--- src/rtl/bus_port_fifo.sv ---
// Bus port with a host-to-bus TX FIFO and an address-filtered bus-to-host RX FIFO.
// Both FIFOs are show-ahead and have saturating 8-bit drop counters.
module bus_port_fifo #(
  parameter int drvrs   = 4,
  parameter int pckg_sz = 16,
  parameter int depth   = 8,
  parameter int ID      = 0
) (
  input  logic               clk,
  input  logic               reset,
  input  logic               wr_en,
  input  logic [pckg_sz-1:0] wr_data,
  output logic               tx_full,
  output logic               pndng,
  output logic [pckg_sz-1:0] D_pop,
  input  logic               pop,
  input  logic               push,
  input  logic [pckg_sz-1:0] D_push,
  output logic               rx_valid,
  output logic [pckg_sz-1:0] rd_data,
  input  logic               rd_en,
  output logic [7:0]         tx_ovf_cnt,
  output logic [7:0]         rx_drop_cnt
);

  localparam int AW = (depth > 1) ? $clog2(depth) : 1;
  localparam logic [AW:0] full_cnt = (AW+1)'(depth);
  localparam logic [7:0]  my_id    = 8'(ID);

  if (depth < 2 || depth > 256 || (depth & (depth - 1)) != 0) begin : g_bad_depth
    $error("bus_port_fifo: depth must be a power of two in 2..256");
  end
  if (ID < 0 || ID >= drvrs) begin : g_bad_id
    $error("bus_port_fifo: ID must be in 0..drvrs-1");
  end
  if (pckg_sz < 8) begin : g_bad_width
    $error("bus_port_fifo: pckg_sz must hold an 8-bit destination");
  end

  // Handshake: pndng/rx_valid act as "valid" from registered state only;
  // pop/rd_en consume the show-ahead head and are ignored while not valid.
  logic [pckg_sz-1:0] tx_mem [0:depth-1];
  logic [AW-1:0]      tx_wr_ptr, tx_rd_ptr;
  logic [AW:0]        tx_count;
  logic               tx_do_wr, tx_do_pop, tx_ovf;

  logic [pckg_sz-1:0] rx_mem [0:depth-1];
  logic [AW-1:0]      rx_wr_ptr, rx_rd_ptr;
  logic [AW:0]        rx_count;
  logic               rx_accept, rx_do_wr, rx_do_rd, rx_drop;
  logic [7:0]         dest;

  assign pndng    = (tx_count != '0);
  assign tx_full  = (tx_count == full_cnt);
  assign rx_valid = (rx_count != '0);
  assign D_pop    = pndng    ? tx_mem[tx_rd_ptr] : '0;
  assign rd_data  = rx_valid ? rx_mem[rx_rd_ptr] : '0;

  // A full FIFO may still take a write when its head is consumed on the same edge.
  assign tx_do_pop = pop && pndng;
  assign tx_do_wr  = wr_en && (!tx_full || tx_do_pop);
  assign tx_ovf    = wr_en && tx_full && !pop;

  assign dest      = D_push[pckg_sz-1 -: 8];
  assign rx_accept = push && ((dest == my_id) || (dest == 8'hFF));
  assign rx_do_rd  = rd_en && rx_valid;
  assign rx_do_wr  = rx_accept && ((rx_count != full_cnt) || rx_do_rd);
  assign rx_drop   = rx_accept && (rx_count == full_cnt) && !rd_en;

  always_ff @(posedge clk) begin
    if (!reset && tx_do_wr) tx_mem[tx_wr_ptr] <= wr_data;
    if (!reset && rx_do_wr) rx_mem[rx_wr_ptr] <= D_push;
  end

  always_ff @(posedge clk) begin
    if (reset) begin
      tx_wr_ptr   <= '0;
      tx_rd_ptr   <= '0;
      tx_count    <= '0;
      tx_ovf_cnt  <= '0;
      rx_wr_ptr   <= '0;
      rx_rd_ptr   <= '0;
      rx_count    <= '0;
      rx_drop_cnt <= '0;
    end else begin
      if (tx_do_wr)  tx_wr_ptr <= tx_wr_ptr + AW'(1);
      if (tx_do_pop) tx_rd_ptr <= tx_rd_ptr + AW'(1);
      case ({tx_do_wr, tx_do_pop})
        2'b10:   tx_count <= tx_count + (AW+1)'(1);
        2'b01:   tx_count <= tx_count - (AW+1)'(1);
        default: tx_count <= tx_count;
      endcase
      if (tx_ovf && tx_ovf_cnt != 8'hFF) tx_ovf_cnt <= tx_ovf_cnt + 8'd1;

      if (rx_do_wr) rx_wr_ptr <= rx_wr_ptr + AW'(1);
      if (rx_do_rd) rx_rd_ptr <= rx_rd_ptr + AW'(1);
      case ({rx_do_wr, rx_do_rd})
        2'b10:   rx_count <= rx_count + (AW+1)'(1);
        2'b01:   rx_count <= rx_count - (AW+1)'(1);
        default: rx_count <= rx_count;
      endcase
      if (rx_drop && rx_drop_cnt != 8'hFF) rx_drop_cnt <= rx_drop_cnt + 8'd1;
    end
  end

endmodule

--- config.mk ---
export PLATFORM = sky130hd
export DESIGN_NAME = bus_port_fifo
export DESIGN_NICKNAME = d
export VERILOG_FILES = /design/src/rtl/bus_port_fifo.sv
export SDC_FILE = /design/constraint.sdc
export NUM_CORES = 1
export LEC_CHECK = 0
export ABC_AREA = 1
export CAP_MARGIN = 0
export CORE_MARGIN = 2
export CORE_UTILIZATION = 60
export DETAILED_ROUTE_END_ITERATION = 6
export PLACE_DENSITY = 0.92
export SYNTH_ARGS = -nofsm -noshare
export SYNTH_HDL_FRONTEND = slang
export SYNTH_SLANG_ARGS = --single-unit
--- constraint.sdc ---
create_clock -name clk -period 5.3 [get_ports clk]
set_input_delay 0.795 -clock clk [delete_from_list [all_inputs] [get_ports clk]]
set_output_delay 0.795 -clock clk [all_outputs]
set_load 0.03 [all_outputs]
After elaboration in Yosys (flattened, before gate mapping) --
Memory sizes are Yosys's and may differ from the RTL's. A register that Yosys moved wholly into a read port is not among the register bits. Index checks and enable logic that the tools add are counted. W data, S select, Z words.
Cells by class: $add $sub $neg 10, equality and inequality tests 10, muxes and demuxes 12, reduce and logical (&&, ||, !) cells 25
Operators by type and width (count):
- $mux W16 | 2
- $add A8 B1 Y8 const B | 2
- $ne A8 B8 Y1 const B | 2
- $pmux W4 S2 | 2
- $logic_and A1 B1 Y1 | 13
- $add A3 B1 Y3 const B | 4
- $mux W3 | 4
- $add A4 B1 Y4 const B | 2
- $eq A4 B4 Y1 const B | 2
- $eq A8 B8 Y1 const B | 1
- $logic_not A8 Y1 | 1
- $reduce_bool A4 Y1 | 2
- $sub A4 B1 Y4 const B | 2
- $eq A2 B1 Y1 const B | 2
- $eq A2 B2 Y1 const B | 2
- $logic_not A1 Y1 | 4
- $mux W1 | 4
- $ne A4 B4 Y1 const B | 1
- $reduce_bool A2 Y1 | 2
- $logic_or A1 B1 Y1 | 3
Storage, ports and cells: register bits 36, bits in writable memories 256, input port bits 38, output and inout bits 51, logic and storage cells 67, memories kept 2
Memories:
- rx_mem | depth 8, bits a word 16, read ports 1, clocked after memory_dff 1, wr ports 1, line 47 | logic [pckg_sz-1:0] rx_mem [0:depth-1];
- tx_mem | depth 8, bits a word 16, read ports 1, clocked after memory_dff 1, wr ports 1, line 42 | logic [pckg_sz-1:0] tx_mem [0:depth-1];

Depth between registers and ports, before layout --
word-level depth 7, gate-level depth with buffers 16, mapped depth without buffers 16

Worst setup path after synthesis --
OpenSTA, ideal clock, no wires.
path type input to register, start point input D_push[15], end point memory rx_mem[1][0], enable pin, library setup time 388 ps, arrival time 2230 ps, data required time 4912 ps, path slack 2682 ps, stages on the path 7, path buffers 0, path through nor2_1 -> nand2_1 -> o21ai_2 -> nand2_2 -> nor2_4 -> nand2_1 -> nor2_1
On the way: cells in the longest elaborated chain, start to end 7, elaborated cells on any way between the ends 8, classes of those cells eq/ne (1); mux (2); reduce/logical (5)
Ends and longest elaborated chain:
- start: declaration | line 18 | input logic [pckg_sz-1:0] D_push,
- $eq A8 B8 Y1 / $logic_not A8 Y1 (equally long branches) | line 65 | assign rx_accept = push && ((dest == my_id) || (dest == 8'hFF));
- $logic_or A1 B1 Y1 * | line 65
- $logic_and A1 B1 Y1 * | line 65
- $logic_and A1 B1 Y1 * | line 67 | assign rx_do_wr = rx_accept && ((rx_count != full_cnt) || rx_do_rd);
- $logic_and A1 B1 Y1 * | line 72 | if (!reset && rx_do_wr) rx_mem[rx_wr_ptr] <= D_push;
- $mux W1 * | line 72
- $mux W1 (not written as such) * | line 72
- end: declaration | line 47
Every way passes the cells marked *; elsewhere a longest branch is shown, timed or not.

==> key figures <==
STA
  – Hold Slack: 0.4764 ns
  – Slew Limit Headroom: 23.27%
  – Slew Viols, Final: 0
  – Number of endpoints with negative hold slack in the final report: 0
  – Layout Skew: 0.01591 ns
  – Total Neg Setup Slack: 0 ns
  – Shortest clock period the worst path allows after layout: 4.585 ns
  – Share of the clock period used by the worst path: 86.50%
  – Slew at the pin with the worst max-slew slack: 1.151 ns
  – Max Clk Rate: 218.1 MHz
  – Count of final setup violators: 0
  – RSZ-0062 raised after global routing: no

Logic synthesis
  – Number of warnings issued by yosys: 0
  – Post-synth EDFFs: 256
  – Netlist cell types: 34
  – Mapped Cells: 1028
  – Top cell type's share of synthesized area: 63.43%
  – Library cell occupying the most area in the post-synthesis netlist: edfxtp_1
  – Post-synthesis mux area share: 0%
  – Share of synthesized cell area in full adder, half adder and majority cells: 1.363%
  – Summed instance area of the synthesized netlist: 0.01212 mm2
  – Post-synth top flop: edfxtp_1
  – Synthesized netlist net count: 1078
  – Mean post-synth cell area: 11.79 um2
  – Synthesized-area fraction occupied by ao, oa, aoi and oai cells: 10.86%
  – Most numerous cell in the Yosys netlist: nor2_1
  – Fraction of synthesis flops using an asynchronous set or reset pin: 0%
  – Area fraction in and, or, nand and nor cells after synthesis: 13.69%
  – Top cells by count, synth: nor2_1, edfxtp_1, o21ai_0
  – Post-synthesis sequential element count: 298
  – Largest family of logic cells by synthesized area: simple AND/OR/NAND/NOR gates
  – Synth top area cells: edfxtp_1, nor2_1, dfxtp_1
  – Sequential cell area fraction in the yosys report: 70.37%
  – XOR/XNOR share of the synthesized area: 0.5782%

Floorplanning
  – Core area: 0.01965 mm2
  – Ports placed on the boundary: 89
  – Die boundary width: 146.1 um
  – Height of the die: 146.1 um
  – Std-Cell Rows: 51
  – Area of the die: 0.02135 mm2
  – Effective utilization at floorplan: 61.66%

Power and ir drop
  – Power per Cell Area: 479.4 mW/mm2
  – Overall power after layout: 6.793 mW
  – Peak ir drop on the vdd network: 0.2753 mV
  – Leakage Power: 4.827 nW

Finish
  – Final non-filler cell total: 1399
  – NumNets Final: 1162
  – Final core utilization: 72.10%
  – Area growth from synthesis to layout: 16.92%
  – Final-layout fill cell count: 1224
  – Number of antenna diodes: 0
  – Footprint of the multi-input gates: 0.003211 mm2
  – FF/Latch Area: 0.008532 mm2
  – Layout cell share with drive strength beyond 1: 7.672%

Setup path
  – Critical Path Max Stage Delay: 1.07 ns
  – Crit-path cells: inv_2 > nor2_1 > o32ai_1 > o21ai_0 > nor2_1 > clkdlybuf4s50_1
  – Type of the worst setup path: flop to output pin
  – Required time of the worst setup path: 4.51 ns
  – Register-to-register setup slack: 2.88 ns
  – Type of element launching the critical path: flop
  – Reg-to-reg critical path startpoint: tx_count[2]$_SDFFE_PP0P_
  – Logic depth of the worst register-to-register path: 13
  – Arrival time worst endpoint: 3.79 ns
  – Crit-path most repeated cell: nor2_1
  – Crit path capture type: output pin
  – Count of buffer and inverter cells on the critical path: 2
  – Cell family with most CP delay: buffers and inverters
  – CP max stage cell: dfxtp_2
  – Max Fanout on Critical Path: 65
  – Critical R2R Capture: tx_count[3]$_SDFFE_PP0P_

Route
  – DRC marker count from the first detailed-route iteration: 979
  – Antenna-violating nets left: 0
  – Wire length per cell after detailed routing: 20.41 um
  – Drt pass-1 iters: 5
  – Vias/cell: 6.226
  – Drc violations: 0
  – Wire length reported by the detailed router: 28550 um
  – Vias: 8710

Job
  – Total of max-cap violations: 0

Place
  – Cell count after placement: 1347
  – Total of buffers placed on input and output ports: 88
  – HPWL reported at the end of detailed placement: 15340 um
  – Routability Congestion: 0.8096

GRT
  – Total global routing track utilization: 26.36%
  – First-pass GRT wire length: 44660 um
  – Via count of the first global-routing pass: 8754
  – Number of antenna violations at the first check in global routing: 0
  – Overflow after GRT: 0
  – Largest net degree at the start of global routing: 66

Clock tree
  – Hold-fix buffers, CTS: 0
  – Post-CTS Setup Repair Bufs: 0
  – Worst-path clk slew: 0.06 ns
  – Root Buffer Master: clkbuf_16
  – PostCTS Resize Cnt: 0
  – TritonCTS clock tree: yes
  – Total clock buffers created by CTS: 28
  – Clock Path Buffers: 3
  – Clock latency reported for the late side of the worst-skew pair: 0.54 ns
  – Number of clock sinks: 298
  – H-tree depth reported by CTS: 1

Worst hold path
  – Hold_sp: rx_rd_ptr[0]$_SDFFE_PP0P_
  – Class of the tightest hold or removal check: flop to flop
  – Worst-case hold path end point: rx_rd_ptr[0]$_SDFFE_PP0P_
  – Number of stages on the worst hold path: 1

Status
  – Status: finished clean
## power by group
group,total (mW),internal (mW),switching [mW]
Combinational,2.02,0.723,1.30
Clock,2.03,1.19,0.839
Sequential,2.74,2.61,0.138
## layout make-up
type                       count  share of cell area, %
multi-input combinational    640                  22.66
sequential                   298                  60.21
timing repair buffer         107                  7.223
tap                          265                  2.340
inverter                      37                 0.9801
clock inverter                19                  1.360
clock buffer                  33                  5.227
## worst reg2reg max path, delay by kind of cell (launching register included)
| kind | cells | cell delay, ns |
|---|---|---|
| simple gates | 9 | 1.35 |
| compound gates | 2 | 0.34 |
| buf+inv | 1 | 0.06 |
| flops | 1 | 0.35 |
| fa+ha+maj | 1 | 0.27 |
## cell families (layout without fill, tap and decap cells)
kind of cell / Yosys count / count (layout)
xor+xnor: 8 / 8
fa+ha+maj: 12 / 12
simple gates: 408 / 408
flops: 298 / 298
buf+inv: 90 / 196
compound gates: 212 / 212
## routing by layer
| layer | GRT usage, % | share of wire, % |
|---|---|---|
| met4 | 12.28 | 3.3 |
| met3 | 4.281 | 9.7 |
| met1 | 33.17 | 37 |
| met2 | 45.21 | 50 |
| met5 | 0 | 0 |
## layout by cell type, fill, tap and decap left out, types with 2 or more instances in the layout
cell type / synthesis / final
xnor2_1: 5 / 5
clkinv_1: 0 / 7
clkbuf_16: 0 / 29
nand2_4: 2 / 2
fa_1: 2 / 2
o21ai_0: 101 / 101
clkdlybuf4s50_1: 0 / 88
a31oi_1: 2 / 2
nor2_1: 302 / 302
inv_1: 30 / 30
dfxtp_1: 42 / 39
xor2_1: 3 / 3
bufinv_16: 0 / 4
nor2_4: 3 / 3
inv_2: 7 / 7
nand4_2: 2 / 2
nand2_2: 4 / 4
clkinv_2: 0 / 5
nand2_1: 59 / 59
nor3_1: 2 / 2
dfxtp_2: 0 / 3
nand3_2: 2 / 2
nand3_1: 26 / 26
buf_4: 3 / 19
a21oi_1: 31 / 31
o32ai_1: 64 / 64
clkbuf_1: 27 / 4
nand4_1: 4 / 4
o21ai_1: 10 / 10
edfxtp_1: 256 / 256
ha_1: 10 / 10
## worst max path at each step
stage / from / to / slack, ns / cells past startpoint
global route: flop / rd_data[13] / 0.44 / 6
CTS: flop / rd_data[13] / 0.77 / 6
floorplan: D_push[15] / rx_mem[1][0]$_DFFE_PP_ / 2.68 / 7
global placement: flop / rd_data[4] / 1.57 / 6
detailed placement: flop / rd_data[4] / 1.37 / 6
finish: flop / rd_data[13] / 0.72 / 6
## flip-flops by register name, indices dropped and copies added (netlist names), named ones only
signal       count
tx_count         4
rx_rd_ptr        3
tx_rd_ptr        3
tx_wr_ptr        3
rx_wr_ptr        3
rx_drop_cnt      8
tx_ovf_cnt       8
tx_mem         128
rx_count         4
rx_mem         128
## through the flow
stage	area [um2]	worst slack, ns
final	14170	0.7154
after global routing	14170	0.4428
after CTS	14170	0.7663
after detailed placement	13240	1.371
after global placement	13240	1.568
after floorplan	12120	2.682
Power figures use the tool's default switching activity.
